[src/rtl/traffic_sequencer.sv]
// Dwell timer and protocol watchdog driving the change input of traffic_lights.
// Issues one-cycle advance pulses, shortens green on pedestrian demand, latches faults.
module traffic_sequencer #(
  parameter int unsigned RED_TICKS    = 8,
  parameter int unsigned GREEN_TICKS  = 12,
  parameter int unsigned YELLOW_TICKS = 4,
  parameter int unsigned MIN_GREEN    = 5,
  parameter int unsigned ACK_TIMEOUT  = 3
) (
  input  logic clock,
  input  logic resetL,
  input  logic redout,
  input  logic yellowout,
  input  logic greenout,
  input  logic ped_req,
  output logic change,
  output logic ped_walk,
  output logic fault
);

  localparam logic [1:0] S_TIMING  = 2'd0;
  localparam logic [1:0] S_CONFIRM = 2'd1;
  localparam logic [1:0] S_FAULT   = 2'd2;

  localparam logic [1:0] C_R = 2'd0;
  localparam logic [1:0] C_G = 2'd1;
  localparam logic [1:0] C_Y = 2'd2;
  localparam logic [1:0] C_X = 2'd3;

  localparam logic [7:0] RED_LAST = 8'(RED_TICKS - 1);
  localparam logic [7:0] GRN_LAST = 8'(GREEN_TICKS - 1);
  localparam logic [7:0] YEL_LAST = 8'(YELLOW_TICKS - 1);
  localparam logic [7:0] MIN_LAST = 8'(MIN_GREEN - 1);
  localparam logic [3:0] ACK_LAST = 4'(ACK_TIMEOUT - 1);

  logic [1:0] state, state_n;
  logic [7:0] cnt, cnt_n;
  logic [3:0] tcnt, tcnt_n;
  logic [1:0] col, col_n;
  logic       have_col, have_col_n;
  logic       pend, pend_n;
  logic       change_n, walk_n, fault_n, go_fault;
  logic [1:0] cur;

  function automatic logic [1:0] next_col(input logic [1:0] c);
    case (c)
      C_R:     next_col = C_G;
      C_G:     next_col = C_Y;
      default: next_col = C_R;
    endcase
  endfunction

  // True when dwell index n of colour c must carry the change pulse.
  function automatic logic pulse_due(input logic [1:0] c, input logic [7:0] n, input logic p);
    case (c)
      C_R:     pulse_due = (n == RED_LAST);
      C_Y:     pulse_due = (n == YEL_LAST);
      C_G:     pulse_due = (n == GRN_LAST) || (p && (n >= MIN_LAST));
      default: pulse_due = 1'b0;
    endcase
  endfunction

  always_comb begin
    case ({redout, yellowout, greenout})
      3'b100:  cur = C_R;
      3'b010:  cur = C_Y;
      3'b001:  cur = C_G;
      default: cur = C_X;
    endcase
  end

  // cnt is the dwell index of the current cycle; the confirming cycle is index 0,
  // so the first TIMING cycle after it is index 1. change is precomputed one edge early.
  always_comb begin
    state_n    = state;
    cnt_n      = cnt;
    tcnt_n     = tcnt;
    col_n      = col;
    have_col_n = have_col;
    pend_n     = pend | ped_req;
    walk_n     = ped_walk;
    change_n   = 1'b0;
    go_fault   = 1'b0;
    case (state)
      S_TIMING: begin
        if (cur == C_X || (have_col && cur != col)) begin
          go_fault = 1'b1;
        end else if (change) begin
          state_n = S_CONFIRM;
          tcnt_n  = '0;
          if (col == C_Y && pend) begin
            walk_n = 1'b1;
            pend_n = ped_req;
          end
          if (col == C_R) walk_n = 1'b0;
        end else begin
          cnt_n      = (cnt == 8'hFF) ? cnt : cnt + 8'd1;
          col_n      = cur;
          have_col_n = 1'b1;
          change_n   = pulse_due(cur, cnt_n, pend_n);
        end
      end
      S_CONFIRM: begin
        if (cur == C_X) begin
          go_fault = 1'b1;
        end else if (cur == next_col(col)) begin
          state_n  = S_TIMING;
          cnt_n    = 8'd1;
          col_n    = cur;
          change_n = pulse_due(cur, 8'd1, pend_n);
        end else if (cur == col) begin
          if (tcnt == ACK_LAST) go_fault = 1'b1;
          else                  tcnt_n = tcnt + 4'd1;
        end else begin
          go_fault = 1'b1;
        end
      end
      default: begin
        pend_n = pend;
        walk_n = 1'b0;
      end
    endcase
    if (go_fault) begin
      state_n  = S_FAULT;
      change_n = 1'b0;
      walk_n   = 1'b0;
    end
    fault_n = (state_n == S_FAULT);
  end

  always_ff @(posedge clock or negedge resetL) begin
    if (!resetL) begin
      state    <= S_TIMING;
      cnt      <= '0;
      tcnt     <= '0;
      col      <= C_R;
      have_col <= 1'b0;
      pend     <= 1'b0;
      change   <= 1'b0;
      ped_walk <= 1'b0;
      fault    <= 1'b0;
    end else begin
      state    <= state_n;
      cnt      <= cnt_n;
      tcnt     <= tcnt_n;
      col      <= col_n;
      have_col <= have_col_n;
      pend     <= pend_n;
      change   <= change_n;
      ped_walk <= walk_n;
      fault    <= fault_n;
    end
  end

endmodule

[config.mk]
export PLATFORM = sky130hd
export DESIGN_NAME = traffic_sequencer
export DESIGN_NICKNAME = d
export VERILOG_FILES = /design/src/rtl/traffic_sequencer.sv
export SDC_FILE = /design/constraint.sdc
export NUM_CORES = 1
export LEC_CHECK = 0
export BUFFER_PORTS_ARGS = -buffer_cell sky130_fd_sc_hd__buf_4
export CORE_ASPECT_RATIO = 0.5
export CORE_MARGIN = 2
export CORE_UTILIZATION = 35
export DETAILED_ROUTE_END_ITERATION = 7
export HOLD_SLACK_MARGIN = 0.03
export MAX_ROUTING_LAYER = met4
export PLACE_DENSITY = 0.53
export SKIP_CTS_REPAIR_TIMING = 1
export SLEW_MARGIN = 15
export SYNTH_ARGS = -nofsm -noshare
export SYNTH_HDL_FRONTEND = slang
export SYNTH_SLANG_ARGS = --single-unit
[constraint.sdc]
create_clock -name clock -period 3.6 [get_ports clock]
set_clock_uncertainty 0.1 [all_clocks]
set_input_delay 0.36 -clock clock [delete_from_list [all_inputs] [get_ports clock]]
set_output_delay 0.36 -clock clock [all_outputs]
set_load 0.01 [all_outputs]
==> results.md <==
- Status: completed
- Routed length per instance: between 15 and 20 um
- IO buf count: 8
- R2R depth: 5
- Synth Warn #: 0
- Die Height: 51.2 um
- Fin crit period: approximately 2500 ps
- DIE WIDTH: a little under 100 um
- Post-Synthesis Cells: 170
- # clock sinks: 21
- Synthesized cell area: 1560 um^2
- Synth unique cells: 60
- Synthesized flop and latch total: 21
- TritonCTS Buffers: 3
- Vias in the first global route: 1256
- CP max FO: 10
- Via count: approximately 1300
- VDD IR max: around 0.00011 V
- Initial DRC count: 58
- RD Place Congestion: 0.849
- Ranking of synthesized cells by area: dfrtp_1, o21ai_0, nand2_1, nor2_1, mux2i_1
- Worst-path clk slew: 90 ps
- H-tree level count: 1
- RSZ-0062 raised after global routing: false
- Worst reg2reg endpoint: tcnt[1]$_DFFE_PN0P_
- DR DRC count: 0
- Endpoints failing hold: 0
- Starting Density: 0.359
- Area Growth Syn to Fin: 8.83%
- 1st-pass router iterations: 4
- Clock Latency Late Sink: about 270 ps
- GRT Overall Usage: 0.161
- Fin Setup TNS: 0 ps
- Maximum buffer depth of the clock tree: 2
- Number of enable flip-flop cells after synthesis: 0
- First-pass GRT wire length: around 6200 um
- Classification of the worst setup path: register to register
- Maximum number of pins on one net before global-route repair: 22
- FF/Latch Area: 526 um^2
- CTS tree: done
- R2r setup slk: about 1100 ps
- Avg Inst Size Synth: 9.17 um^2
- Fin crit share: 0.683
- Fmax: 0.407 GHz
- Startpoint types: register
- Final WL: 3590 um
- Yosys top cell area share: 0.337
- FP Rows: 17
- Multi-input logic area: 957 um^2
- Core area: 4340 um^2
- Sequential share of the synthesized area: 0.337
- Slew HR: 0.427
- Fillers: 460
- Post-DRT Antenna Nets: 0
- Slew Viols, Final: 0
- Diode count: 0
- Primary FF master, synth: dfrtp_1
- Leakage power: between 0.6 and 0.7 nW
- Power Dens Cells: 271 nW/um^2
- Root Buffer Master: clkbuf_8
- Initial antenna violation count: 0
- Hold_sp: ped_req
- DR vias/cell: 5.73
- Die area: 5040 um^2
- Grt ovf: 0
- Worst r2r src: col[0]$_DFFE_PN0P_
- Hold depth: 2
- Total of max-cap violations: 0
- CP required: about 3700 ps
- Crit end category: register
- Fin util: 0.391
- Post-DP HPWL: 2610 um
- Synth Net Count: 179
- Worst Hold End: pend$_DFFE_PN0N_
- Fin nets: approximately 190
- Area leader, netlist: dfrtp_1
- Data arrival time of the worst path: 2510 ps
- Ys async rst share: 1.00
- Final setup fails: 0
- I/O Pins: 9
- Share of cells above drive strength 1: 0.137
- Hold WC Path Type: input pin to register
- Worst-Margin Slew: 859 ps
routing by layer:
layer | track usage | vias up | routed length, um
met4 | 0.0502 | 0 | 56
met1 | 0.216 | 648 | 1880
met5 | - | - | 0
li1 | - | 653 | -
met3 | 0.0424 | 8 | 87
met2 | 0.240 | 20 | 1570
state kept, by name, indices dropped and copies added (netlist names):
| register | count |
|---|---|
| cnt | 8 |
| tcnt | 4 |
| col | 2 |
| state | 2 |
| change | 1 |
| fault | 1 |
| have_col | 1 |
| ped_walk | 1 |
| pend | 1 |
worst max path at each step:
stage                  startpoint             endpoint  slack, ps  depth (start not counted)
2_1_floorplan           yellowout  tcnt[1]$_DFFE_PN0P_       1370                          6
3_3_place_gp            yellowout   col[0]$_DFFE_PN0P_       1110                          6
3_5_place_dp            yellowout   col[0]$_DFFE_PN0P_       1060                          6
4_1_cts        col[0]$_DFFE_PN0P_  tcnt[1]$_DFFE_PN0P_       1130                          5
5_1_grt        col[0]$_DFFE_PN0P_   col[0]$_DFFE_PN0P_       1050                          5
6_report       col[0]$_DFFE_PN0P_  tcnt[1]$_DFFE_PN0P_       1140                          5
worst max-delay path: stages, from the launching register on:
cell and delay (ps):
dfrtp_1 530, or4bb_1 540, a311oi_1 400, a211oi_1 170, nor4_4 240, mux2_1 350
synth_stat cells (2+ instances only):
| cell type | instances |
|---|---|
| o211ai_1 | 2 |
| and3_1 | 3 |
| nor2_1 | 13 |
| nand4_1 | 2 |
| inv_1 | 7 |
| or4b_1 | 2 |
| dfrtp_1 | 21 |
| o21ai_0 | 13 |
| or3_1 | 2 |
| buf_6 | 2 |
| mux2i_1 | 4 |
| nand2_1 | 15 |
| nor4_1 | 2 |
| or4bb_1 | 2 |
| or3b_1 | 2 |
| ha_1 | 3 |
| nor3b_1 | 2 |
| clkbuf_1 | 4 |
| o31ai_1 | 3 |
| a21o_1 | 2 |
| a21oi_2 | 3 |
| a31oi_1 | 4 |
| a21boi_0 | 2 |
| xnor2_1 | 3 |
| nor3_1 | 4 |
| a21oi_1 | 2 |
| nor4b_1 | 2 |
| nand2b_1 | 5 |
| a211oi_1 | 2 |
| nand3_1 | 4 |
| a2bb2oi_1 | 4 |
layout by cell type (no fill, tap or decap), types with 3 or more instances in the layout:
cell | netlist | routed
nor2_1 | 13 | 13
clkbuf_8 | 0 | 3
a31oi_1 | 4 | 4
inv_1 | 7 | 7
a2bb2oi_1 | 4 | 4
and3_1 | 3 | 3
mux2i_1 | 4 | 4
o21ai_0 | 13 | 13
ha_1 | 3 | 3
o31ai_1 | 3 | 3
nor3_1 | 4 | 4
a21oi_2 | 3 | 3
nand3_1 | 4 | 4
dfrtp_1 | 21 | 21
nand2_1 | 15 | 15
xnor2_1 | 3 | 3
nand2b_1 | 5 | 5
buf_4 | 1 | 8
report_power, final:
| part | leakage, nW | internal (mW) | switching (mW) |
|---|---|---|---|
| Clock | 0.0255 | 0.0774 | 0.0857 |
| Combinational | 0.396 | 0.0206 | 0.0301 |
| Sequential | 0.271 | 0.239 | 0.00600 |
| Total | 0.692 | 0.337 | 0.122 |
cell type report:
| type | instances | share of cell area |
|---|---|---|
| Sequential cell | 21 | 0.310 |
| Tap cell | 57 | 0.0420 |
| Timing Repair Buffer | 9 | 0.0413 |
| Clock inverter | 1 | 0.00295 |
| Multi-Input combinational cell | 134 | 0.564 |
| Inverter | 7 | 0.0155 |
| Clock buffer | 3 | 0.0243 |
metrics by stage:
stage / std cells / hold WS [ps] / worst slack (ps) / area, um^2 / power (mW)
global placement: 227 / 163 / 1110 / 1640 / 0.299
detailed placement: 227 / 167 / 1060 / 1640 / 0.300
CTS: 231 / -136 / 1130 / 1690 / 0.468
floorplan: 170 / -35.6 / 1370 / 1560 / 0.285
finish: 232 / 238 / 1140 / 1700 / 0.459
global route: 232 / 225 / 1050 / 1700 / 0.484
cell families after synthesis:
group | after synthesis | synth area share
fa+ha+maj | 3 | 0.0241
xor+xnor | 4 | 0.0225
flops | 21 | 0.337
mux | 6 | 0.0401
compound gates | 52 | 0.254
simple gates | 69 | 0.273
buf+inv | 15 | 0.0490
Power figures use the tool's default switching activity.
